**src/rtl/timecode_pkg.sv**
```systemverilog
// Shared symbol encoding constants and FSM state type for the display-word decoder.
package timecode_pkg;

  localparam int SYM_W = 5;
  localparam logic [SYM_W-1:0] SYM_OFF     = 5'd20;
  localparam logic [SYM_W-1:0] SYM_DP_BASE = 5'd10;
  localparam logic [SYM_W-1:0] SYM_MAX     = 5'd20;

  // Display word shown by the timer after reset: "  0.000".
  localparam logic [6*SYM_W-1:0] DISPLAY_ZERO = {5'd20, 5'd20, 5'd10, 5'd0, 5'd0, 5'd0};

  typedef enum logic [1:0] {
    ST_IDLE   = 2'd0,
    ST_DECODE = 2'd1,
    ST_DONE   = 2'd2
  } state_e;

endpackage

```
**src/rtl/timecode_sym_decode.sv**
```systemverilog
// Combinational classification of one 5-bit display symbol into digit value,
// decimal-point flag, blank flag and invalid-code flag.
module timecode_sym_decode
  import timecode_pkg::*;
(
  input  logic [SYM_W-1:0] sym,
  output logic [3:0]       digit,
  output logic             has_dp,
  output logic             is_off,
  output logic             is_invalid
);

  // Map code ranges: 0..9 plain digit, 10..19 digit with point, 20 blank, above that invalid.
  always_comb begin
    digit      = 4'd0;
    has_dp     = 1'b0;
    is_off     = 1'b0;
    is_invalid = 1'b0;
    if (sym < SYM_DP_BASE) begin
      digit = sym[3:0];
    end else if (sym < SYM_OFF) begin
      digit  = 4'(sym - SYM_DP_BASE);
      has_dp = 1'b1;
    end else if (sym == SYM_OFF) begin
      is_off = 1'b1;
    end else begin
      is_invalid = (sym > SYM_MAX);
    end
  end

endmodule

```
**src/rtl/timecode_decoder.sv**
```systemverilog
// Sequential decoder from a six-symbol display word back to a binary millisecond
// count, one symbol per clock MSB first, with well-formedness checking.
module timecode_decoder
  import timecode_pkg::*;
#(
  parameter int DIGITS = 6,
  parameter int DP_POS = 3,
  parameter int CNT_W  = 20
) (
  input  logic                     clk,
  input  logic                     reset,
  input  logic                     start,
  input  logic [SYM_W*DIGITS-1:0]  time_in,
  output logic                     busy,
  output logic                     done,
  output logic [CNT_W-1:0]         ms_count,
  output logic                     err_invalid,
  output logic                     err_dp,
  output logic                     err_blank
);

  localparam int IDX_W = (DIGITS > 1) ? $clog2(DIGITS) : 1;
  localparam int WORD_W = SYM_W * DIGITS;

  state_e             state_q, state_d;
  logic [WORD_W-1:0]  shreg_q, shreg_d;
  logic [CNT_W-1:0]   acc_q, acc_d;
  logic [IDX_W-1:0]   idx_q, idx_d;
  logic               lead_q, lead_d;
  logic               acc_inv_q, acc_inv_d;
  logic               acc_dp_q, acc_dp_d;
  logic               acc_blank_q, acc_blank_d;
  logic               busy_q, busy_d;
  logic               done_q, done_d;
  logic [CNT_W-1:0]   ms_count_q, ms_count_d;
  logic               err_invalid_q, err_invalid_d;
  logic               err_dp_q, err_dp_d;
  logic               err_blank_q, err_blank_d;

  logic [SYM_W-1:0]   sym_s;
  logic [3:0]         digit_s;
  logic               has_dp_s;
  logic               is_off_s;
  logic               is_invalid_s;
  logic [CNT_W-1:0]   acc_step_s;
  logic               inv_step_s;
  logic               dp_step_s;
  logic               blank_step_s;
  logic               at_dp_s;
  logic               load_s;

  assign sym_s = shreg_q[WORD_W-1 -: SYM_W];

  timecode_sym_decode u_sym (
    .sym        (sym_s),
    .digit      (digit_s),
    .has_dp     (has_dp_s),
    .is_off     (is_off_s),
    .is_invalid (is_invalid_s)
  );

  // Per-symbol datapath: accumulate the digit and fold in this symbol's error checks.
  always_comb begin
    at_dp_s      = (idx_q == IDX_W'(DP_POS));
    acc_step_s   = (acc_q << 3) + (acc_q << 1) + CNT_W'(digit_s);
    inv_step_s   = acc_inv_q | is_invalid_s;
    dp_step_s    = acc_dp_q | (at_dp_s ? !has_dp_s : has_dp_s);
    blank_step_s = acc_blank_q | (is_off_s & (!lead_q | (idx_q <= IDX_W'(DP_POS))));
  end

  // Next-state and output logic; a new word is accepted from IDLE or straight from DONE.
  always_comb begin
    state_d       = state_q;
    shreg_d       = shreg_q;
    acc_d         = acc_q;
    idx_d         = idx_q;
    lead_d        = lead_q;
    acc_inv_d     = acc_inv_q;
    acc_dp_d      = acc_dp_q;
    acc_blank_d   = acc_blank_q;
    busy_d        = busy_q;
    done_d        = 1'b0;
    ms_count_d    = ms_count_q;
    err_invalid_d = err_invalid_q;
    err_dp_d      = err_dp_q;
    err_blank_d   = err_blank_q;
    load_s        = 1'b0;

    case (state_q)
      ST_IDLE: begin
        load_s = start;
      end
      ST_DECODE: begin
        acc_d       = acc_step_s;
        shreg_d     = shreg_q << SYM_W;
        lead_d      = lead_q & is_off_s;
        acc_inv_d   = inv_step_s;
        acc_dp_d    = dp_step_s;
        acc_blank_d = blank_step_s;
        idx_d       = idx_q - IDX_W'(1);
        if (idx_q == IDX_W'(0)) begin
          state_d       = ST_DONE;
          busy_d        = 1'b0;
          done_d        = 1'b1;
          err_invalid_d = inv_step_s;
          err_dp_d      = dp_step_s;
          err_blank_d   = blank_step_s;
          ms_count_d    = (inv_step_s | dp_step_s | blank_step_s) ? '0 : acc_step_s;
        end else begin
          state_d = ST_DECODE;
        end
      end
      ST_DONE: begin
        load_s  = start;
        state_d = ST_IDLE;
      end
      default: begin
        state_d = ST_IDLE;
        busy_d  = 1'b0;
      end
    endcase

    if (load_s) begin
      state_d     = ST_DECODE;
      busy_d      = 1'b1;
      shreg_d     = time_in;
      acc_d       = '0;
      idx_d       = IDX_W'(DIGITS - 1);
      lead_d      = 1'b1;
      acc_inv_d   = 1'b0;
      acc_dp_d    = 1'b0;
      acc_blank_d = 1'b0;
    end else begin
      lead_d = lead_d;
    end
  end

  // State and output registers with asynchronous clear.
  always_ff @(posedge clk or posedge reset) begin
    if (reset) begin
      state_q       <= ST_IDLE;
      shreg_q       <= '0;
      acc_q         <= '0;
      idx_q         <= '0;
      lead_q        <= 1'b0;
      acc_inv_q     <= 1'b0;
      acc_dp_q      <= 1'b0;
      acc_blank_q   <= 1'b0;
      busy_q        <= 1'b0;
      done_q        <= 1'b0;
      ms_count_q    <= '0;
      err_invalid_q <= 1'b0;
      err_dp_q      <= 1'b0;
      err_blank_q   <= 1'b0;
    end else begin
      state_q       <= state_d;
      shreg_q       <= shreg_d;
      acc_q         <= acc_d;
      idx_q         <= idx_d;
      lead_q        <= lead_d;
      acc_inv_q     <= acc_inv_d;
      acc_dp_q      <= acc_dp_d;
      acc_blank_q   <= acc_blank_d;
      busy_q        <= busy_d;
      done_q        <= done_d;
      ms_count_q    <= ms_count_d;
      err_invalid_q <= err_invalid_d;
      err_dp_q      <= err_dp_d;
      err_blank_q   <= err_blank_d;
    end
  end

  assign busy        = busy_q;
  assign done        = done_q;
  assign ms_count    = ms_count_q;
  assign err_invalid = err_invalid_q;
  assign err_dp      = err_dp_q;
  assign err_blank   = err_blank_q;

endmodule

```
**config.mk**
```make
export PLATFORM = sky130hd
export DESIGN_NAME = timecode_decoder
export DESIGN_NICKNAME = d
export VERILOG_FILES = /design/src/rtl/timecode_pkg.sv /design/src/rtl/timecode_sym_decode.sv /design/src/rtl/timecode_decoder.sv
export SDC_FILE = /design/constraint.sdc
export NUM_CORES = 1
export LEC_CHECK = 0
export ABC_CLOCK_PERIOD_IN_PS = 6800
export CORE_MARGIN = 2
export CORE_UTILIZATION = 40
export DETAILED_ROUTE_END_ITERATION = 6
export PLACE_DENSITY = 0.61
export SYNTH_ARGS = -nofsm -noshare
export SYNTH_HDL_FRONTEND = slang
export SYNTH_SLANG_ARGS = --single-unit
export TNS_END_PERCENT = 5
```
**constraint.sdc**
```tcl
create_clock -name clk -period 6.8 [get_ports clk]
set_clock_uncertainty 0.2 [all_clocks]
set_input_delay 1.36 -clock clk [delete_from_list [all_inputs] [get_ports clk]]
set_output_delay 1.36 -clock clk [all_outputs]
set_load 0.05 [all_outputs]
```
**Word-level counts from Yosys, hierarchy flattened**

Cells that the tools add are included.

- Magnitude comparators: 4
- Mux-type cells: 35
- Bitwise logic cells: 8
- Add/subtract/negate cells: 4
- Eq/ne operators: 7
- Reductions and logical operators: 8

Operators with widths:

| cell | count |
|---|---|
| 2-to-1 mux 30 bit | 2 |
| 2-to-1 mux 19 bit | 2 |
| 2-to-1 mux 1 bit | 22 |
| adder 20 bit | 1 |
| adder 20 x 4 -> 20 bit | 1 |
| 2-to-1 mux 20 bit | 1 |
| 2-to-1 mux 4 bit | 2 |
| 2-to-1 mux 3 bit | 2 |
| bitwise OR 1 bit | 6 |
| equality test 5 bit, second input constant | 1 |
| greater-than comparator 5 bit, second input constant | 1 |
| less-than comparator 5 x 4 -> 1 bit, second input constant | 1 |
| less-than comparator 5 bit, second input constant | 1 |
| 2-to-1 mux 2 bit | 2 |
| case mux 2 bit (2 select lines) | 1 |
| AND reduction 2 bit | 2 |
| subtractor 4 bit, second input constant | 1 |
| equality test 3 x 2 -> 1 bit, second input constant | 1 |
| <= comparator 3 x 2 -> 1 bit, second input constant | 1 |
| logical NOT 3 bit | 1 |
| inequality test 3 bit, second input constant | 1 |
| subtractor 3 x 1 -> 3 bit, second input constant | 1 |
| AND 1 bit | 2 |
| equality test 2 x 1 -> 1 bit, second input constant | 1 |
| 8 further kinds | 9 |

- Register bits: 83
- Word-level logic and storage cells: 80

**Logic depth before layout (Yosys ltp)**

- Depth after elaboration: 9
- Gate-level depth with buffers: 16

**Hierarchy**

A second synthesis with hierarchy kept.

- Cells, all modules: 472
- Area, all modules: 4601.9 µm²

By module, submodules not included:

| module | cells an instance | instances | area an instance (µm²) |
|---|---|---|---|
| timecode_decoder | 443 | 1 | 4418.0 |
| timecode_sym_decode | 29 | 1 | 183.9 |

**Least setup slack after synthesis**

Ideal clock, no wire load.

- Path kind: reg-to-reg
- Start: register shreg_q[29]
- End: register acc_q[17]
- Library setup time: 0.122 ns
- Required time: 6.478 ns
- Stages on the path, launching flop included: 14
- Data arrival time: 3.187 ns
- Path buffers: 0
- Setup slack: 3.291 ns
- Path through: dfrtp_1 > inv_2 > or3_4 > nor2_1 > a31oi_1 > fa_1 > inv_1 > ha_1 > a211oi_1 > o211a_1 > or4_1 > a21oi_1 > o21ai_0 > a32o_1

- Cells in the longest elaborated chain, start to end: 6
- Elaborated cells between the ends (all ways): 7
- Classes of those cells: 1 x add/sub; 2 x order compare; 4 x mux

RTL lines:

| element | line | source |
|---|---|---|
| from (decl) | timecode_decoder.sv:26 | `logic [WORD_W-1:0] shreg_q, shreg_d;` |
| from (signal assigned) | timecode_decoder.sv:157 | `shreg_q <= shreg_d;` |
| less-than comparator 5 bit | timecode_sym_decode.sv:21 | `end else if (sym < SYM_OFF) begin` |
| 2-to-1 mux 4 bit | timecode_sym_decode.sv:21 |  |
| 2-to-1 mux 4 bit * | timecode_sym_decode.sv:19 | `if (sym < SYM_DP_BASE) begin` |
| adder 20 x 4 -> 20 bit * | timecode_decoder.sv:65 | `acc_step_s = (acc_q << 3) + (acc_q << 1) + CNT_W'(digit_s);` |
| 2-to-1 mux 19 bit * | timecode_decoder.sv:89 | `case (state_q)` |
| 2-to-1 mux 19 bit * | timecode_decoder.sv:123 | `if (load_s) begin` |
| to (signal assigned) | timecode_decoder.sv:143 | `acc_q <= '0;` |
| to (signal assigned) | timecode_decoder.sv:158 | `acc_q <= acc_d;` |
| to (decl) | timecode_decoder.sv:27 | `logic [CNT_W-1:0] acc_q, acc_d;` |

Mark *: on every way between the ends. The rest lies on a longest branch, timed or not. The select of a mux whose other input is x is not followed.
A chain may end at the register's enable or synchronous reset.

**Final worst setup path**

Ends and elaborated chain as after synthesis.

==> results.yml <==
die:
  core_um2: 10700
  rows: 38
  initial_core_util: 0.407
  dieArea_um2: 11800
  die_h_um: 109
  ioPinCount: 58
  fp.dieW_um: 109
yosys:
  synthCells: 422
  synth-seq-cells: 83
  synth_area_um2: 4370
  netlist-cell-type-count: 46
  syn-num-nets: 496
  async_reset_ff_frac: 1.00
  ys_seq_area_frac: 0.475
  ys_warn_count: 0
  synth_edf_count: 0
  synth_area_per_cell_um2: 10.4
  yosys_most_used_dff: "dfrtp_1"
run:
  cap_violations: 0
drt:
  wl_um: 9600
  post_drt_wl_per_cell_um: 15.5
  drt_iter0_markers: 150
  firstDrtPassIters: 4
  via_per_inst: 5.39
  drc_errors: 0
  vias: 3347
  drtAntennaViolNets: 0
sta:
  fin_crit_sh: 0.578
  period_needed_ps: 3930
  rsz0062_at_grt: "no"
  final-setup-viol-count: 0
  relSlewSlack: 0.299
  slew_violations: 0
  clock.fmax_mhz: 255
  finalSetupTns_ps: 0
  worstMarginPinSlew_ps: 1050
  hold_viol: 0
setup_path:
  worstPathRequired_ps: 6850
  cp-end-kind: "register"
  reg2reg_depth: 13
  startpoint_type: "register"
  critical_path_class: "reg2reg"
  critPathArrivalTime_ps: 3980
  path_max_fanout: 7
global_routing:
  grt_max_degree: 84
  grt_pass1_vias: 3202
  grt_pass1_wl_um: 15900
  track_usage: 0.174
  antenna_found_initial: 0
  grt_overflow_total: 0
min_path:
  min_path_type: "reg2reg"
  whs_path_depth: 2
cts:
  root_buffer: "clkbuf_8"
  post_cts_resized: 0
  clockBufferDepth: 2
  clk_latency_ps: 360
  ctsHoldBuffers: 0
  numCtsBuffers: 9
  cts.clk_slew.worst_paths_ps: 90
  cts_sinks: 83
  post_cts.repair.setup_buffers: 0
  cts_tree: "yes"
  htree_num_levels: 3
final_layout:
  regArea_um2: 2080
  n_fill_cell: 1040
  area_growth_pct: 20.4
  antennaDiodeCount: 0
  drive_above_1_share: 0.0624
  final_common_cell: "dfrtp_1"
  multi_input_area_um2: 2170
  most-common-layout-cells: "83 x dfrtp_1, 71 x nand2_1, 57 x clkdlybuf4s50_1, 39 x ha_1, 31 x a22o_1"
  nets: 550
placed_design:
  routabilityCongestion: 0.812
  dp_hpwl_um: 6600
  numPortBuffers: 57
run_status:
  outcome: "finished, final reports clean"
## through the flow
step	util	setup WS (ps)	hold slack (ps)	cell area, um2	std cells
after floorplan	-	3100	246	4370	422
after global placement	0.473	2940	259	5090	605
after detailed placement	0.473	2880	263	5090	605
after CTS	0.490	2900	287	5260	621
after global routing	0.490	2620	313	5260	621
final	0.490	2870	280	5260	621
## sequential cells by signal (all words and copies together), names as in the netlist
| name | cells |
|---|---|
| err_invalid | 1 |
| done | 1 |
| err_dp | 1 |
| busy | 1 |
| acc_q | 19 |
| state_q | 2 |
| err_blank | 1 |
| acc_inv_q | 1 |
| shreg_q | 30 |
| acc_dp_q | 1 |
| acc_blank_q | 1 |
| lead_q | 1 |
| ms_count | 20 |
| idx_q | 3 |
## final cells by class
type,instances,area share
Clock buffer,10,0.0243
Clock inverter,6,0.00927
Inverter,16,0.0117
Multi-Input combinational cell,305,0.413
Sequential cell,83,0.395
Timing Repair Buffer,61,0.114
Tap cell,140,0.0333
## synth_stat cells, types with 2 or more instances
cell type   n  share of area
o21ai_0    18          0.021
xor2_1      6          0.012
a22oi_1    23          0.039
o211ai_1    3         0.0052
xnor2_1    11          0.022
o21ai_1     4         0.0046
or3_1       3         0.0043
nor2_1     10         0.0086
nand2_1    71          0.061
fa_1        2         0.0092
or4_1       2         0.0034
ha_1       39           0.11
inv_1      15          0.013
a21o_1      7          0.012
a22o_1     31          0.062
o22ai_1     2         0.0029
nand4_1     2         0.0029
or2_2       2         0.0029
dfrtp_1    83           0.48
o211a_1     2         0.0046
nor2b_1     4         0.0057
o31ai_1     2         0.0034
clkbuf_1   16          0.014
a32o_1      5          0.011
a221o_1     2         0.0046
a211oi_1    3         0.0052
a21oi_1    24          0.027
and2_1      2         0.0029
nor3_1      3         0.0034
a31oi_1     3         0.0043
o21a_1      2         0.0034
nand2b_1    6         0.0086
## final timing paths
path	slack, ps	startpoint	endpoint
min in group asynchronous	1450	reset	shreg_q[9]
max reg2reg	2870	shreg_q[29]	acc_q[17]
max in group asynchronous	4290	reset	shreg_q[27]
max	2870	shreg_q[29]	acc_q[17]
min reg2reg	280	err_dp	err_dp
min	280	err_dp	err_dp
## metal layers
metal,track usage,wire (um),vias up,share of wire
met5,0,0,-,0
met4,0.0485,111,0,0.012
li1,-,-,1642,-
met2,0.267,4320,96,0.45
met1,0.239,4570,1601,0.48
met3,0.0518,602,8,0.063
## worst max-delay path: stages (launching register included)
cell and delay, ps:
dfrtp_1 510, inv_2 70, or3_4 420, nor2_1 100, a31oi_1 70, fa_1 560
inv_1 60, ha_1 290, a211oi_1 80, o211a_1 240, or4_1 530, a21oi_1 210
o21ai_0 200, a32o_1 300
## kinds of logic (layout without fill, tap and decap cells)
group,count (synthesis),in the layout,share of synthesized area
buf+inv,34,93,0.0309
xor+xnor,17,17,0.0341
fa+ha+maj,41,41,0.121
flops,83,83,0.475
simple gates,110,110,0.116
compound gates,137,137,0.223
Power is not shown: default switching activity piles up to over one toggle a cycle in this logic, so the estimate is an artifact.
